[config.mk]
export PLATFORM = sky130hd
export DESIGN_NAME = vram_state_writer_flat
export DESIGN_NICKNAME = d
export VERILOG_FILES = /design/src/rtl/vram_state_writer_pkg.sv /design/src/rtl/vram_state_writer_if.sv /design/src/rtl/vram_state_writer_bin2bcd.sv /design/src/rtl/vram_state_writer.sv /design/src/flat_wrapper.sv
export SDC_FILE = /design/constraint.sdc
export NUM_CORES = 1
export LEC_CHECK = 0
export CAP_MARGIN = 25
export CELL_PAD_IN_SITES_DETAIL_PLACEMENT = 0
export CELL_PAD_IN_SITES_GLOBAL_PLACEMENT = 1
export CORE_MARGIN = 2
export CORE_UTILIZATION = 40
export CTS_CLUSTER_SIZE = 16
export DETAILED_ROUTE_END_ITERATION = 6
export PLACE_DENSITY_LB_ADDON = 0.1
export SETUP_SLACK_MARGIN = 0.4
export SLEW_MARGIN = 15
export SYNTH_ARGS = -nofsm -noshare
export SYNTH_HDL_FRONTEND = slang
export SYNTH_SLANG_ARGS = --single-unit
[constraint.sdc]
create_clock -name Clk -period 9.2 [get_ports Clk]
set_input_delay 2.3 -clock Clk [delete_from_list [all_inputs] [get_ports Clk]]
set_output_delay 2.3 -clock Clk [all_outputs]
set_load 0.005 [all_outputs]
[src/rtl/vram_state_writer_pkg.sv]
// Shared VRAM map and word types for the display-state image.
// Used by the writer and by anything that reads the image back.
package my_pkg;

   localparam int VRAM_DW = 32;
   localparam int VRAM_AW = 12;
   localparam int NUM_BOARD_ROWS = 20;
   localparam int SCORE_W = 24;

   localparam logic [VRAM_AW-1:0] level_lines_addr = 12'd0;
   localparam logic [VRAM_AW-1:0] score_addr = 12'd1;
   localparam logic [VRAM_AW-1:0] row_0_addr = 12'd2;
   localparam logic [VRAM_AW-1:0] next_addr = 12'd22;

   typedef enum logic [2:0] {
      EMPTY, I, O, T, S, Z, J, L
   } cell_t;

   typedef logic [VRAM_DW-1:0] vram_word_t;

endpackage

[src/rtl/vram_state_writer_if.sv]
// Request, board-store read port and VRAM write port of the writer.
// master = writer side, slave = game logic / board store / VRAM side.
interface vram_state_writer_if;
   import my_pkg::*;

   logic update_start;
   logic [SCORE_W-1:0] score_bin;
   logic [13:0] lines_bin;
   logic [6:0] level_bin;
   logic [2:0] next_piece;
   logic busy;
   logic update_done;
   logic [4:0] brd_rd_row;
   logic [29:0] brd_rd_data;
   logic vblank;
   logic vram_we;
   logic [VRAM_AW-1:0] vram_addr;
   vram_word_t vram_wdata;

   modport master (
      input update_start, score_bin, lines_bin, level_bin,
      input next_piece, brd_rd_data, vblank,
      output busy, update_done, brd_rd_row,
      output vram_we, vram_addr, vram_wdata
   );

   modport slave (
      output update_start, score_bin, lines_bin, level_bin,
      output next_piece, brd_rd_data, vblank,
      input busy, update_done, brd_rd_row,
      input vram_we, vram_addr, vram_wdata
   );

endinterface

[src/rtl/vram_state_writer_bin2bcd.sv]
// Iterative double-dabble: load on start, one shift per cycle.
// bcd shows the value after the current shift; it is final while done=1.
module bin2bcd_seq #(
   parameter int BIN_W = 24,
   parameter int DIGITS = 8
) (
   input logic Clk,
   input logic Reset,
   input logic start,
   input logic [BIN_W-1:0] bin,
   output logic [4*DIGITS-1:0] bcd,
   output logic done
);
   localparam int CW = $clog2(BIN_W + 1);

   logic [BIN_W-1:0] sh_q;
   logic [4*DIGITS-1:0] bcd_q;
   logic [4*DIGITS-1:0] adj;
   logic [CW-1:0] cnt_q;
   logic run_q;

   always_comb begin
      adj = bcd_q;
      for (int d = 0; d < DIGITS; d++) begin
         if (bcd_q[4*d +: 4] > 4'd4)
            adj[4*d +: 4] = bcd_q[4*d +: 4] + 4'd3;
      end
   end

   assign bcd = {adj[4*DIGITS-2:0], sh_q[BIN_W-1]};
   assign done = run_q && (cnt_q == CW'(BIN_W - 1));

   always_ff @(posedge Clk or posedge Reset) begin
      if (Reset) begin
         sh_q <= '0;
         bcd_q <= '0;
         cnt_q <= '0;
         run_q <= 1'b0;
      end else if (start) begin
         sh_q <= bin;
         bcd_q <= '0;
         cnt_q <= '0;
         run_q <= 1'b1;
      end else if (run_q) begin
         sh_q <= sh_q << 1;
         bcd_q <= bcd;
         cnt_q <= cnt_q + 1'b1;
         if (done)
            run_q <= 1'b0;
      end
   end

endmodule

[src/rtl/vram_state_writer.sv]
// Builds the 23-word display-state image in VRAM on each update request.
// Conversions run freely; every VRAM write waits for vblank.
import my_pkg::*;

module vram_state_writer #(
   parameter int BIN_W = SCORE_W,
   parameter int NUM_ROWS = NUM_BOARD_ROWS
) (
   input logic Clk,
   input logic Reset,
   vram_state_writer_if.master bus
);
   typedef enum logic [3:0] {
      IDLE, CONV_SCORE, CONV_LINES, CONV_LEVEL,
      WR_LL, WR_SCORE, RD_ROW, WR_ROW, WR_NEXT, DONE
   } state_t;

   state_t state_q, state_d;
   logic pending_q, conv_start_q, conv_enter, go;
   logic [BIN_W-1:0] score_q, conv_bin;
   logic [13:0] lines_q;
   logic [6:0] level_q;
   logic [2:0] next_q;
   logic [4:0] row_q;
   logic [31:0] score_bcd_q, conv_bcd;
   logic [15:0] lines_bcd_q, level_bcd_q;
   logic conv_done, last_row;

   assign last_row = (row_q == 5'(NUM_ROWS - 1));
   assign go = (state_q == IDLE && bus.update_start)
            || (state_q == DONE && (pending_q || bus.update_start));
   assign conv_enter = (state_d != state_q)
                    && (state_d == CONV_SCORE || state_d == CONV_LINES
                        || state_d == CONV_LEVEL);

   always_comb begin
      conv_bin = score_q;
      if (state_q == CONV_LINES)
         conv_bin = BIN_W'(lines_q);
      else if (state_q == CONV_LEVEL)
         conv_bin = BIN_W'(level_q);
   end

   bin2bcd_seq #(.BIN_W(BIN_W), .DIGITS(8)) u_conv (
      .Clk(Clk),
      .Reset(Reset),
      .start(conv_start_q),
      .bin(conv_bin),
      .bcd(conv_bcd),
      .done(conv_done)
   );

   always_comb begin
      state_d = state_q;
      bus.vram_we = 1'b0;
      bus.vram_addr = '0;
      bus.vram_wdata = '0;
      bus.update_done = 1'b0;
      unique case (state_q)
         IDLE: if (go) state_d = CONV_SCORE;
         CONV_SCORE: if (conv_done) state_d = CONV_LINES;
         CONV_LINES: if (conv_done) state_d = CONV_LEVEL;
         CONV_LEVEL: if (conv_done) state_d = WR_LL;
         WR_LL: begin
            bus.vram_we = bus.vblank;
            bus.vram_addr = level_lines_addr;
            bus.vram_wdata = {lines_bcd_q, level_bcd_q};
            if (bus.vblank) state_d = WR_SCORE;
         end
         WR_SCORE: begin
            bus.vram_we = bus.vblank;
            bus.vram_addr = score_addr;
            bus.vram_wdata = score_bcd_q;
            if (bus.vblank) state_d = RD_ROW;
         end
         RD_ROW: state_d = WR_ROW;
         WR_ROW: begin
            bus.vram_we = bus.vblank;
            bus.vram_addr = row_0_addr + 12'(row_q);
            bus.vram_wdata = {2'b0, bus.brd_rd_data};
            if (bus.vblank) state_d = last_row ? WR_NEXT : RD_ROW;
         end
         WR_NEXT: begin
            bus.vram_we = bus.vblank;
            bus.vram_addr = next_addr;
            bus.vram_wdata = {29'b0, next_q};
            if (bus.vblank) state_d = DONE;
         end
         DONE: begin
            bus.update_done = 1'b1;
            state_d = go ? CONV_SCORE : IDLE;
         end
         default: state_d = IDLE;
      endcase
   end

   assign bus.busy = (state_q != IDLE);
   // row_q holds through a stalled WR_ROW so the store keeps the same row
   assign bus.brd_rd_row = row_q;

   always_ff @(posedge Clk or posedge Reset) begin
      if (Reset) begin
         state_q <= IDLE;
         pending_q <= 1'b0;
         conv_start_q <= 1'b0;
         row_q <= '0;
         score_q <= '0;
         lines_q <= '0;
         level_q <= '0;
         next_q <= '0;
         score_bcd_q <= '0;
         lines_bcd_q <= '0;
         level_bcd_q <= '0;
      end else begin
         state_q <= state_d;
         conv_start_q <= conv_enter;
         if (go) begin
            pending_q <= 1'b0;
            score_q <= BIN_W'(bus.score_bin);
            lines_q <= bus.lines_bin;
            level_q <= bus.level_bin;
            next_q <= bus.next_piece;
            row_q <= '0;
         end else if (state_q != IDLE && bus.update_start) begin
            pending_q <= 1'b1;
         end
         if (conv_done && state_q == CONV_SCORE)
            score_bcd_q <= conv_bcd;
         if (conv_done && state_q == CONV_LINES)
            lines_bcd_q <= (lines_q > 14'd9999) ? 16'h9999 : conv_bcd[15:0];
         if (conv_done && state_q == CONV_LEVEL)
            level_bcd_q <= conv_bcd[15:0];
         if (state_q == WR_ROW && bus.vblank)
            row_q <= last_row ? 5'd0 : row_q + 5'd1;
      end
   end

endmodule

[src/flat_wrapper.sv]
// flat-port wrapper written by rule: the top's interface ports become plain ports
module vram_state_writer_flat 
#(
   parameter int BIN_W = SCORE_W,
   parameter int NUM_ROWS = NUM_BOARD_ROWS
)
  (Clk, Reset, bus_update_start, bus_score_bin, bus_lines_bin, bus_level_bin, bus_next_piece, bus_brd_rd_data, bus_vblank, bus_busy, bus_update_done, bus_brd_rd_row, bus_vram_we, bus_vram_addr, bus_vram_wdata);
  vram_state_writer_if bus_i ();
  input logic Clk;
  input logic Reset;
  input wire logic [$bits(bus_i.update_start)-1:0] bus_update_start;
  input wire logic [$bits(bus_i.score_bin)-1:0] bus_score_bin;
  input wire logic [$bits(bus_i.lines_bin)-1:0] bus_lines_bin;
  input wire logic [$bits(bus_i.level_bin)-1:0] bus_level_bin;
  input wire logic [$bits(bus_i.next_piece)-1:0] bus_next_piece;
  input wire logic [$bits(bus_i.brd_rd_data)-1:0] bus_brd_rd_data;
  input wire logic [$bits(bus_i.vblank)-1:0] bus_vblank;
  output wire logic [$bits(bus_i.busy)-1:0] bus_busy;
  output wire logic [$bits(bus_i.update_done)-1:0] bus_update_done;
  output wire logic [$bits(bus_i.brd_rd_row)-1:0] bus_brd_rd_row;
  output wire logic [$bits(bus_i.vram_we)-1:0] bus_vram_we;
  output wire logic [$bits(bus_i.vram_addr)-1:0] bus_vram_addr;
  output wire logic [$bits(bus_i.vram_wdata)-1:0] bus_vram_wdata;
  assign bus_i.update_start = bus_update_start;
  assign bus_i.score_bin = bus_score_bin;
  assign bus_i.lines_bin = bus_lines_bin;
  assign bus_i.level_bin = bus_level_bin;
  assign bus_i.next_piece = bus_next_piece;
  assign bus_i.brd_rd_data = bus_brd_rd_data;
  assign bus_i.vblank = bus_vblank;
  assign bus_busy = bus_i.busy;
  assign bus_update_done = bus_i.update_done;
  assign bus_brd_rd_row = bus_i.brd_rd_row;
  assign bus_vram_we = bus_i.vram_we;
  assign bus_vram_addr = bus_i.vram_addr;
  assign bus_vram_wdata = bus_i.vram_wdata;
  vram_state_writer #(.BIN_W(BIN_W), .NUM_ROWS(NUM_ROWS)) u_core (.Clk(Clk), .Reset(Reset), .bus(bus_i));
endmodule
== Word-level counts from Yosys, hierarchy flattened ==
Index checks and enable logic that the tools add are counted.
Storage, ports and cells
  register bits: 185
  latch bits: 0
  RAM bits: 0
  bits in read-only memories: 0
  input port bits: 82
  output and inout bits: 52
  word-level logic and storage cells: 109
  memories kept: 0
Operators by class
  add/subtract/negate cells: 11
  $mul: 0
  div/mod/pow operators: 0
  magnitude comparators: 9
  equality and inequality tests: 15
  shift-type cells: 0
  muxes and demuxes: 40
  bitwise operators: 0
  reduce and logical (&&, ||, !) cells: 19
Operators with widths (number)
  32-bit case mux with 4 select lines: 1
  24-bit two-way mux: 4
  32-bit two-way mux: 2
  4-bit two-way mux: 16
  4-bit case mux with 10 select lines: 1
  12-bit case mux with 3 select lines: 1
  4-bit by 3-bit greater-than comparator with 1-bit output, second input constant: 8
  4-bit by 2-bit adder with 4-bit output, second input constant: 7
  5-bit two-way mux: 5
  4-bit by 2-bit equality test with 1-bit output, second input constant: 4
  4-bit by 3-bit equality test with 1-bit output, second input constant: 4
  16-bit two-way mux: 1
  14-bit greater-than comparator, second input constant: 1
  5-bit by 1-bit adder with 5-bit output, second input constant: 2
  5-bit equality test, second input constant: 2
  1-bit logical AND: 9
  4-bit by 1-bit equality test with 1-bit output, second input constant: 2
  4-bit equality test, second input constant: 2
  1-bit two-way mux: 8
  2-bit by 5-bit adder with 6-bit output, first input constant: 1
  2-bit nonzero test: 3
  4-bit logical NOT: 1
  1-bit logical OR: 4
  4-bit inequality test: 1
  other kinds (4): 4

== Longest topological paths before layout ==
Gate-level depths: netlist (run 1).
  depth after elaboration: 9
  depth in mapped cells: 8
  gate-level depth less buffers: 7

== Cells and area by module ==
Synthesis (run 1) repeated with hierarchy kept, for this count alone.
Second synthesis, totals
  cell total of the unflattened synthesis: 901
  area, all modules: 9854.5 µm²
Modules (own cells, without submodules)
  vram_state_writer: instances 1, cells each 476, area each 5895.7 µm², seq. area each 3078.0 µm²
  bin2bcd_seq: instances 1, cells each 425, area each 3958.8 µm², seq. area each 1551.5 µm²

== Worst setup path before layout (run 1) ==
OpenSTA, ideal clock, no wires.
  kind: input-to-output
  from: input bus_brd_rd_data[11]
  to: output bus_vram_wdata[11]
  arrival: 2.735 ns
  required time: 6.900 ns
  setup slack: 4.165 ns
  cell stages on the path: 3
  path buffers: 0
  path through: mux2_2 -> a22oi_1 -> nor2_1
Between the ends
  cells in the longest elaborated chain, start to end: 1
Ends and longest elaborated chain
  from (decl): line flat_wrapper.sv:16  | input wire logic [$bits(bus_i.brd_rd_data)-1:0] bus_brd_rd_data;
  32-bit case mux with 4 select lines: line vram_state_writer.sv:59  | unique case (state_q)
  to (decl): line flat_wrapper.sv:23  | output wire logic [$bits(bus_i.vram_wdata)-1:0] bus_vram_wdata;
No other way between the ends.

== Worst setup path after layout (run 1) ==
  from: input bus_brd_rd_data[21]
  to: output bus_vram_wdata[21]
The elaborated chain is that of the path after synthesis.

==> results of run 1 <==
==> area by class of cell <==
class | instances | area, um^2
clock buffers | 19 | 443
clock inverters | 12 | 91.3
fillers | 2177 | 11400
inverters | 33 | 129
multi-input cells | 637 | 4300
flip-flops and latches | 185 | 4640
well taps | 313 | 392
repair buffers | 138 | 1370
==> per-stage QoR <==
stage	cell area [um^2]	power, W	util	hold WS, ns
finish	11400	0.00322	0.499	0.477
global route	11400	0.00349	0.499	0.507
CTS	11300	0.00326	0.498	0.484
detailed placement	10800	0.00256	0.474	0.463
global placement	10800	0.00254	0.474	0.456
floorplan	9340	0.00223	-	0.442
==> state kept, by name (all words and copies together) (netlist names) <==
signal                 flops
u_core.bus.brd_rd_row      5
u_core.conv_start_q        1
u_core.level_bcd_q        16
u_core.level_q             7
u_core.lines_bcd_q        16
u_core.lines_q            14
u_core.next_q              3
u_core.pending_q           1
u_core.score_bcd_q        32
u_core.score_q            24
u_core.state_q             4
u_core.u_conv.bcd_q       32
u_core.u_conv.cnt_q        5
u_core.u_conv.run_q        1
u_core.u_conv.sh_q        24
==> placed cells by master, fill, tap and decap left out, drive strengths merged, types with 2 or more instances in the layout <==
master,count
a211oi,15
nor2,85
xor2,5
a21oi,62
clkdlybuf4s50,127
xnor2,13
and3,4
nor4bb,2
clkinv,3
a22o,8
o2bb2ai,2
a311oi,2
a22oi,37
o32ai,2
clkbuf,19
a21o,3
nor3,12
clkinvlp,5
dfrtp,185
nand3,31
inv,37
nor3b,8
o22ai,2
mux2,88
ha,11
and2,2
mux2i,53
nor2b,8
nand2,79
nand2b,5
conb,6
o21ai,75
buf,11
==> metal layers <==
metal	vias up	share of wire
met3	17	0.035
met4	0	0.0088
met1	3340	0.49
met5	-	0
met2	130	0.46
li1	3407	-
==> power by group through the flow <==
stage	Combinational, W	Sequential (W)	Clock (W)
finish	0.00118	0.00135	0.000688
global route	0.00135	0.00140	0.000739
CTS	0.00119	0.00136	0.000707
detailed placement	0.00118	0.00138	0
global placement	0.00116	0.00137	0
floorplan	0.000970	0.00125	0
==> worst paths after layout <==
check	startpoint	slack [ns]	cells after the start	to
setup / recovery	bus_brd_rd_data[21]	3.14	5	bus_vram_wdata[21]
hold / removal	u_core.score_bcd_q[27]	0.48	2	u_core.score_bcd_q[27]
setup reg to reg	u_core.state_q[1]	6.28	5	u_core.lines_bcd_q[0]
hold reg to reg	u_core.score_bcd_q[27]	0.48	2	u_core.score_bcd_q[27]
max in group asynchronous	Reset	5.63	3	u_core.lines_bcd_q[11]
min in group asynchronous	Reset	2.38	2	u_core.score_q[4]
==> critical path: cells and delay by family <==
kind	cells	cell delay, ns
buffers and inverters	2	0.89
muxes	1	0.29
AOI/OAI and AO/OA	1	0.19
and+or+nand+nor	1	0.09
==> cells by family after synthesis <==
group	count (synthesis)	share of synthesized area
mux	141	0.163
flops	185	0.497
compound gates	215	0.141
buf+inv	100	0.0466
fa+ha+maj	11	0.0148
simple gates	246	0.121
xor+xnor	18	0.0169
other cells	1	0.000402
==> results.ini, run 1 <==
[global_routing]
globalRouteOverflowTotal=0
grtUsageMet1=0.282
grt_antenna_before_repair=0
grt.met3_usage=0.0307
grt_pass1_wl_um=37200
first_global_vias=6646
gr-max-usage-layer=met2
grt.total_usage=0.194
largest_net_degree_at_the_start_of_global_routing=95
grtUsageMet2=0.307

[pwr]
maximum_resistive_drop_on_vdd_v=0.000129
cell_internal_pwr_w=0.00203
share_seq_of_total_power=0.419
clockPowerShare=0.214
pwr-share-comb=0.367
power_switching_w=0.00119
power.static_leakage_nw=4.97
p_per_area_nw_per_um2=283
sw_ratio=0.369

[critical_path]
worst_path_most_repeated_cell=sky130_fd_sc_hd__clkdlybuf4s50_1
startpoint_type=primary input
criticalPathCategory=in2out
cp-end-kind=output port
worst-path-max-fanout=1
timing.critical_path.arrival_ns=3.76
required_time_at_the_worst_slack_endpoint_ns=6.90
cell_type_of_the_slowest_stage_on_the_worst_timing_path=sky130_fd_sc_hd__clkdlybuf4s50_1
crit_path_max_incr_delay_ns=0.49
cp_cell_sequence=clkdlybuf4s50_1 -> mux2_2 -> a22oi_1 -> nor2_1 -> clkdlybuf4s50_1

[layout]
final_nets=1105
area_growth_syn_to_layout_pct=21.8
drive_gt1_frac=0.141
final-instance-count-excl-fill=1337
insertedDiodeCount=0

[clock_network]
cts_hold_repair.buffers=0
root_buffer_cell=sky130_fd_sc_hd__clkbuf_16
clk_transition_reported_paths_ns=0.07
htree_num_levels=4
cts-resized-gates=0
clock_insertion_delay_worst_skew_ns=0.43
cts_buffer_depth=2
tritoncts_num_sinks=185
cts_made_buffers=17
post-cts-setup-buffer-count=0
cts_tree=yes

[outcome]
outcome=completed

[floorplanning]
num_rows=55
die_outline_height_um=157
floorplan.die_area_um2=24500
core_ar_um2=22800
floorplan.initialDensity=0.409
die-width_um=157
boundaryPins=134

[placed_design]
preCtsSetupSlack_ns=3.12
finalWeightedCongestion=0.798
place.detailed.instances=1305
numPortBuffers=127
place.detailed.hpwl_um=15000

[hold_path]
hp-class=reg2reg

[logic_synthesis]
ys_top_cells_by_area=sky130_fd_sc_hd__dfrtp_1 50%, sky130_fd_sc_hd__mux2_2 11%, sky130_fd_sc_hd__mux2i_1 5.7%
synth_flop_cell=sky130_fd_sc_hd__dfrtp_1
synthesized_flop_and_latch_total=185
synth-seq-area-share=0.497
post_synth.cell_area_avg_um2=10.2
number_of_synthesized_flops_with_an_enable_pin=0
synth-async-reset-ratio=1.00
netlist_area_um2=9320
yosysTopAreaCellShare=0.497
ys.warnings.count=0
most_frequent_cell_after_synthesis=sky130_fd_sc_hd__dfrtp_1
post_synth_most_frequent_cells=185 x sky130_fd_sc_hd__dfrtp_1, 88 x sky130_fd_sc_hd__mux2_2, 85 x sky130_fd_sc_hd__nor2_1, 79 x sky130_fd_sc_hd__nand2_1, 75 x sky130_fd_sc_hd__o21ai_0
postSynthCellCount=917
synth_area_leader_cell=sky130_fd_sc_hd__dfrtp_1
yosysUniqueCellTypes=52

[route]
drt_drc_violations_left=0
antenna_violating_nets_post_route=0
detail_route.iter0.violations=429
final_wirelength_um=22600
detailedRoute.firstPassIterationCount=4
post_drt_via_cell_ratio=5.16
routed-via-count=6894
routed_wire_length_per_instance_um=16.9

[sta]
report.final.hold_viol_count=0
finalCritPeriodShare=0.659
maxSlewHeadroom=0.398
finalSetupViolations=0
setup-tns-final_ns=0
worst-slew-pin-transition_ns=0.902
clock_skew_ns=0.0128
layout_setup_ws_ns=3.14
grt_setup_unrepaired=false
clock.fmax_mhz=165
fin_crit_ns=6.06
final_max_slew_viol_count=0

[flow_run]
timing.max_cap.violations=0

(Power assumes the default switching activity.)
==> run 2: changes to the inputs <==
==> constraint.sdc (replaced) <==
create_clock -name Clk -period 6.2 [get_ports Clk]
set_input_delay 1.55 -clock Clk [delete_from_list [all_inputs] [get_ports Clk]]
set_output_delay 1.55 -clock Clk [all_outputs]
set_load 0.005 [all_outputs]
==> run 2 against run 1 <==
Against the previous run: power up 50%; clock power up 57%; clock-buffer cell count down 2; non-clock buffer count unchanged; routed wire length down 0.79%; core utilization up 0.26 points; via count down 1.1%; worst setup slack worse by 1.5 ns; critical path depth unchanged; final area up 0.53%.
==> results.ini, run 2 (synthesis gave the netlist of run 1 again) <==
[critical_path]
cell_type_of_the_slowest_stage_on_the_worst_timing_path=sky130_fd_sc_hd__clkdlybuf4s50_1  ; unchanged
timing.critical_path.arrival_ns=2.98  ; was 3.76 ns
required_time_at_the_worst_slack_endpoint_ns=4.65  ; was 6.90 ns
cp_cell_sequence=clkdlybuf4s50_1 -> mux2_2 -> a22oi_1 -> nor2_1 -> clkdlybuf4s50_1  ; unchanged
critPathBufInv=2  ; unchanged
r2r_cells=5  ; unchanged
worst_path_most_repeated_cell=sky130_fd_sc_hd__clkdlybuf4s50_1  ; unchanged
crit_path_max_incr_delay_ns=0.51  ; was 0.49 ns
r2r_start=u_core.state_q[1]  ; unchanged
critical_path_depth=5  ; unchanged
criticalPathCategory=in2out  ; unchanged
cp-end-kind=output port  ; unchanged
startpoint_type=primary input  ; unchanged
worstReg2RegEnd=u_core.lines_bcd_q[3]  ; was u_core.lines_bcd_q[0]
regToRegSetupSlack_ns=3.24  ; was 6.28 ns
family_with_the_most_delay_on_the_worst_path=buffers and inverters  ; unchanged
worst-path-max-fanout=1  ; unchanged

[pwr]
clockPowerShare=0.223  ; was 0.214
share_seq_of_total_power=0.413  ; was 0.419
p_per_area_nw_per_um2=424  ; was 283 nW/um^2
power_switching_w=0.00178  ; was 0.00119 W
cell_internal_pwr_w=0.00306  ; was 0.00203 W
maximum_resistive_drop_on_vdd_v=0.000194  ; was 0.000129 V
pwr-share-comb=0.364  ; was 0.367
sw_ratio=0.367  ; was 0.369
power.static_leakage_nw=5.01  ; was 4.97 nW

[layout]
n_fill_cell=2100  ; was 2177
mostFrequentLayoutCell=sky130_fd_sc_hd__dfrtp_1  ; unchanged
total_area_of_sequential_cells_um2=4640  ; unchanged
final_nets=1105  ; unchanged
layout_top_registers=u_core.score_bcd_q (32), u_core.u_conv.bcd_q (32)  ; unchanged
layout.cells.most_common_list=181 x sky130_fd_sc_hd__dfrtp_1, 127 x sky130_fd_sc_hd__clkdlybuf4s50_1, 88 x sky130_fd_sc_hd__mux2_2  ; unchanged
final-instance-count-excl-fill=1337  ; unchanged
insertedDiodeCount=0  ; unchanged
multi_input_comb_area_um2=4300  ; unchanged
area_growth_syn_to_layout_pct=22.5  ; was 21.8%
drive_gt1_frac=0.142  ; was 0.141

[sta]
setup-tns-final_ns=0  ; unchanged
finalSetupViolations=0  ; unchanged
report.final.hold_viol_count=0  ; unchanged
grt_setup_unrepaired=false  ; unchanged
final_max_slew_viol_count=0  ; unchanged
fin_crit_ns=4.53
clock.fmax_mhz=221
layout_setup_ws_ns=1.67  ; was 3.14 ns
worst-slew-pin-transition_ns=0.954  ; was 0.902 ns
maxSlewHeadroom=0.364  ; was 0.398
hold_slack_final_ns=0.471  ; was 0.477 ns
finalCritPeriodShare=0.730
clock_skew_ns=0.0115  ; was 0.0128 ns

[placed_design]
place.detailed.hpwl_um=15000  ; about the same
place.detailed.instances=1305  ; unchanged
numPortBuffers=127  ; unchanged
finalWeightedCongestion=0.793  ; was 0.798
preCtsSetupSlack_ns=1.66  ; was 3.12 ns

[floorplanning]
floorplan.die_area_um2=24500  ; unchanged
num_rows=55  ; unchanged
floorplan.initialDensity=0.409  ; unchanged
die_outline_height_um=157  ; unchanged
boundaryPins=134  ; unchanged
die-width_um=157  ; unchanged
core_ar_um2=22800  ; unchanged

[hold_path]
timing.hold.worst.start=u_core.score_bcd_q[23]  ; was u_core.score_bcd_q[27]
capture_endpoint_of_the_worst_hold_path=u_core.score_bcd_q[23]  ; was u_core.score_bcd_q[27]
hp-class=reg2reg  ; unchanged
holdPathStages=2  ; unchanged

[global_routing]
grt_antenna_before_repair=0  ; unchanged
grt_pass1_wl_um=36700  ; was 37200 um
globalRouteOverflowTotal=0  ; unchanged
largest_net_degree_at_the_start_of_global_routing=144  ; was 95
first_global_vias=6745  ; was 6646
grt.total_usage=0.192  ; was 0.194

[route]
routed-via-count=6819  ; was 6894
antenna_violating_nets_post_route=0  ; unchanged
drt_drc_violations_left=0  ; unchanged
detailedRoute.firstPassIterationCount=4  ; unchanged
detail_route.iter0.violations=405  ; was 429
final_wirelength_um=22400  ; was 22600 um
post_drt_via_cell_ratio=5.10  ; was 5.16
routed_wire_length_per_instance_um=16.8  ; was 16.9 um

[clock_network]
post-cts-setup-buffer-count=0  ; unchanged
cts_buffer_depth=2  ; unchanged
cts_tree=yes  ; unchanged
clock_insertion_delay_worst_skew_ns=0.43  ; about the same
root_buffer_cell=sky130_fd_sc_hd__clkbuf_16  ; unchanged
cts_made_buffers=17  ; unchanged
cts-resized-gates=0  ; unchanged
clk_transition_reported_paths_ns=0.07  ; about the same
cts_hold_repair.buffers=0  ; unchanged
htree_num_levels=4  ; unchanged
tritoncts_num_sinks=185  ; unchanged

[flow_run]
timing.max_cap.violations=0  ; unchanged

[outcome]
outcome=completed  ; unchanged

## run 2: cell count changes in the layout (fill, tap and decap cells not counted)
cell                         change
sky130_fd_sc_hd__bufinv_16       +1
sky130_fd_sc_hd__clkinv_2        -1
sky130_fd_sc_hd__buf_4           -1
sky130_fd_sc_hd__buf_16          +1
sky130_fd_sc_hd__inv_8           +4
sky130_fd_sc_hd__clkinv_4        +1
sky130_fd_sc_hd__inv_6           +1
sky130_fd_sc_hd__clkinvlp_4      -4
sky130_fd_sc_hd__clkbuf_8        -1
sky130_fd_sc_hd__clkbuf_1        -1
## run 2: area by class of cell
class / instances / share of cell area
clock buffers: 17 / 0.0373
clock inverters: 14 / 0.0132
inverters: 33 / 0.0112
multi-input cells: 637 / 0.377
flip-flops and latches: 185 / 0.406
well taps: 313 / 0.0343
repair buffers: 138 / 0.121
## run 2: routing by layer
layer	part of all wire	track usage	vias to the layer above	wire length, um
met1	0.49	0.272	3239	10900
met5	0	0	-	0
met2	0.46	0.303	148	10300
met4	0.011	0.0467	0	251
met3	0.043	0.0371	18	967
li1	-	-	3414	-
## run 2: power groups by stage
stage          Combinational, W  Sequential [W]  Clock [W]
6_report                0.00176         0.00200    0.00108
5_1_grt                 0.00201         0.00206    0.00117
4_1_cts                 0.00176         0.00203    0.00111
3_5_place_dp            0.00175         0.00205          0
3_3_place_gp            0.00172         0.00204          0
2_1_floorplan           0.00144         0.00186          0
## run 2: how the worst max path moves through the flow
stage                             start  slack [ns]                  endpoint
detailed placement  bus_brd_rd_data[23]        1.66        bus_vram_wdata[23]
CTS                 bus_brd_rd_data[23]        1.65        bus_vram_wdata[23]
floorplan                         Reset        2.27  u_core.bus.brd_rd_row[0]
finish              bus_brd_rd_data[23]        1.67        bus_vram_wdata[23]
global placement    bus_brd_rd_data[23]        1.65        bus_vram_wdata[23]
global route          u_core.state_q[1]        1.55          bus_vram_addr[4]
## run 2: worst min-delay path: cells and delay by family, from the launching register on
kind	cells	cell delay, ns
flip-flops	1	0.34
AO/OA/AOI/OAI	1	0.05
AND/OR/NAND/NOR	1	0.04
## run 2: metrics by stage
step / utilization / total power [W] / cell area (um^2)
after floorplan: - / 0.00330 / 9350
after global placement: 0.475 / 0.00376 / 10800
after detailed placement: 0.475 / 0.00380 / 10800
after CTS: 0.500 / 0.00490 / 11400
after global routing: 0.501 / 0.00524 / 11400
final: 0.501 / 0.00484 / 11400
==> run 3: changes to the inputs <==
--- a/config.mk
+++ b/config.mk
@@ -9,7 +9,7 @@
 export CELL_PAD_IN_SITES_DETAIL_PLACEMENT = 0
 export CELL_PAD_IN_SITES_GLOBAL_PLACEMENT = 1
 export CORE_MARGIN = 2
-export CORE_UTILIZATION = 40
+export CORE_UTILIZATION = 39
 export CTS_CLUSTER_SIZE = 16
 export DETAILED_ROUTE_END_ITERATION = 6
 export PLACE_DENSITY_LB_ADDON = 0.1
==> constraint.sdc (replaced) <==
create_clock -name Clk -period 4.1 [get_ports Clk]
set_input_delay 1.025 -clock Clk [delete_from_list [all_inputs] [get_ports Clk]]
set_output_delay 1.025 -clock Clk [all_outputs]
set_load 0.005 [all_outputs]
==> run 3 against run 2 <==
Against the previous run: hold slack improved by 0.0056 ns; routed wire length increased by 1.4%; worst setup slack got worse by 1.1 ns; first-iteration DRC count increased by 12%; combinational power increased by 51%; largest cell class unchanged; clock skew about the same; critical path depth unchanged; via count increased by 1.6%; global-route usage decreased by 0.26 points; largest power group unchanged.
==> results.ini, run 3 (synthesis gave the netlist of run 1 again) <==
[sta]
clock_skew_ns=0.0112  ; was 0.0115 ns
hold_slack_final_ns=0.477  ; was 0.471 ns
maxSlewHeadroom=0.380  ; was 0.364
setup-tns-final_ns=0  ; unchanged
final_max_slew_viol_count=0  ; unchanged
worst-slew-pin-transition_ns=0.929  ; was 0.954 ns
report.final.hold_viol_count=0  ; unchanged
finalSetupViolations=0  ; unchanged
clock.fmax_mhz=284
finalCritPeriodShare=0.857
fin_crit_ns=3.52
grt_setup_unrepaired=false  ; unchanged

[clock_network]
cts_hold_repair.buffers=0  ; unchanged
clk_transition_reported_paths_ns=0.07  ; about the same
root_buffer_cell=sky130_fd_sc_hd__clkbuf_16  ; unchanged
cts_tree=yes  ; unchanged
post-cts-setup-buffer-count=0  ; unchanged
htree_num_levels=4  ; unchanged
clock_insertion_delay_worst_skew_ns=0.43  ; about the same
tritoncts_num_sinks=185  ; unchanged
cts_buffer_depth=2  ; unchanged
cts_made_buffers=17  ; unchanged

[pwr]
maximum_resistive_drop_on_vdd_v=0.000277  ; was 0.000194 V
power.static_leakage_nw=5.05  ; was 5.01 nW
p_per_area_nw_per_um2=635  ; was 424 nW/um^2

[global_routing]
grt_antenna_before_repair=0  ; unchanged
grt.total_usage=0.189  ; was 0.192
globalRouteOverflowTotal=0  ; unchanged
grt_pass1_wl_um=36800  ; was 36700 um
first_global_vias=6712  ; was 6745
largest_net_degree_at_the_start_of_global_routing=84  ; was 144

[route]
drt_drc_violations_left=0  ; unchanged
routed-via-count=6928  ; was 6819
post_drt_via_cell_ratio=5.12  ; was 5.10
detailedRoute.firstPassIterationCount=5  ; was 4
antenna_violating_nets_post_route=0  ; unchanged
routed_wire_length_per_instance_um=16.8  ; about the same
final_wirelength_um=22700  ; was 22400 um
detail_route.iter0.violations=452  ; was 405

[layout]
final_nets=1114  ; was 1105
mostFrequentLayoutCell=sky130_fd_sc_hd__dfrtp_1  ; unchanged
drive_gt1_frac=0.148  ; was 0.142
area_growth_syn_to_layout_pct=23.5  ; was 22.5%
layout_top_registers=u_core.score_bcd_q (32), u_core.u_conv.bcd_q (32)  ; unchanged
insertedDiodeCount=0  ; unchanged
layout.cells.most_common_list=181 x sky130_fd_sc_hd__dfrtp_1, 127 x sky130_fd_sc_hd__clkdlybuf4s50_1, 88 x sky130_fd_sc_hd__mux2_2  ; unchanged
final_core_utilization=0.491  ; was 0.501

[critical_path]
timing.critical_path.arrival_ns=2.49  ; was 2.98 ns
regToRegSetupSlack_ns=1.57  ; was 3.24 ns
worst-path-max-fanout=33  ; was 1
startpoint_type=register  ; was primary input
required_time_at_the_worst_slack_endpoint_ns=3.07  ; was 4.65 ns
r2r_start=u_core.state_q[1]  ; unchanged
criticalPathCategory=reg2out  ; was in2out
cp-startpoint=u_core.state_q[1]  ; was bus_brd_rd_data[23]
worstReg2RegEnd=u_core.lines_bcd_q[7]  ; was u_core.lines_bcd_q[3]
cp-end-kind=output port  ; unchanged
crit_end=bus_vram_wdata[3]  ; was bus_vram_wdata[23]
r2r_cells=4  ; was 5

[floorplanning]
boundaryPins=134  ; unchanged
floorplan.initialDensity=0.397  ; was 0.409
floorplan.die_area_um2=25200  ; was 24500 um^2
die_outline_height_um=159  ; was 157 um
num_rows=56  ; was 55
core_ar_um2=23500  ; was 22800 um^2
die-width_um=159  ; was 157 um

[hold_path]
holdPathStages=2  ; unchanged
hp-class=reg2reg  ; unchanged

[placed_design]
finalWeightedCongestion=0.761  ; was 0.793
place.detailed.hpwl_um=15400  ; was 15000 um
numPortBuffers=127  ; unchanged

[flow_run]
timing.max_cap.violations=0  ; unchanged

[outcome]
outcome=completed  ; unchanged

## run 3: changes by cell type in the layout (fill, tap and decap cells not counted), sizes merged
cell	before	now
clkinvlp	1	4
buf	11	20
clkbuf	17	19
clkinv	3	4
inv	42	36
## run 3: area by class of cell
class / instances / area, um^2
Tap cell: 319 / 399
Inverter: 33 / 128
Clock buffer: 19 / 453
Multi-Input combinational cell: 637 / 4300
Fill cell: 2214 / 12000
Timing Repair Buffer: 147 / 1480
Clock inverter: 12 / 115
Sequential cell: 185 / 4640
## run 3: metrics by stage
step	worst slack, ns	std cells	power, W	area (um^2)
finish	0.585	1352	0.00731	11500
global route	0.431	1352	0.00790	11500
CTS	0.474	1351	0.00740	11500
detailed placement	0.620	1320	0.00577	10900
global placement	0.596	1320	0.00572	10900
floorplan	0.696	922	0.00499	9350
## run 3: layer usage
| layer | share of wire | routed length (um) | track usage |
|---|---|---|---|
| met1 | 0.49 | 11200 | 0.271 |
| met2 | 0.46 | 10500 | 0.296 |
| met5 | 0 | 0 | 0 |
| met4 | 0.012 | 280 | 0.0476 |
| met3 | 0.036 | 829 | 0.0370 |
## run 3: critical path: stages (launching register included)
cell	delay, ns
sky130_fd_sc_hd__dfrtp_4	0.74
sky130_fd_sc_hd__buf_4	0.29
sky130_fd_sc_hd__mux2_2	0.34
sky130_fd_sc_hd__a22oi_1	0.13
sky130_fd_sc_hd__nor2_1	0.05
sky130_fd_sc_hd__clkdlybuf4s50_1	0.49
## run 3: worst min-delay path by stage
stage | start | end | slack [ns]
after floorplan | u_core.level_bcd_q[1] | u_core.level_bcd_q[1] | 0.44
after global placement | u_core.score_bcd_q[20] | u_core.score_bcd_q[20] | 0.46
after detailed placement | u_core.score_bcd_q[28] | u_core.score_bcd_q[28] | 0.47
after CTS | u_core.score_bcd_q[28] | u_core.score_bcd_q[28] | 0.48
after global routing | u_core.score_bcd_q[28] | u_core.score_bcd_q[28] | 0.51
final | u_core.score_bcd_q[28] | u_core.score_bcd_q[28] | 0.48
## run 3: report_power, final
| group | internal (W) | switching [W] |
|---|---|---|
| Sequential | 0.00248 | 0.000587 |
| Combinational | 0.00131 | 0.00134 |
| Clock | 0.000873 | 0.000722 |
| Total | 0.00466 | 0.00264 |
## run 3: repair_timing
item | in CTS | in global routing
resized for setup | 1 | 1
setup endpoints to repair | 13 | 1
pin swaps | 0 | 0
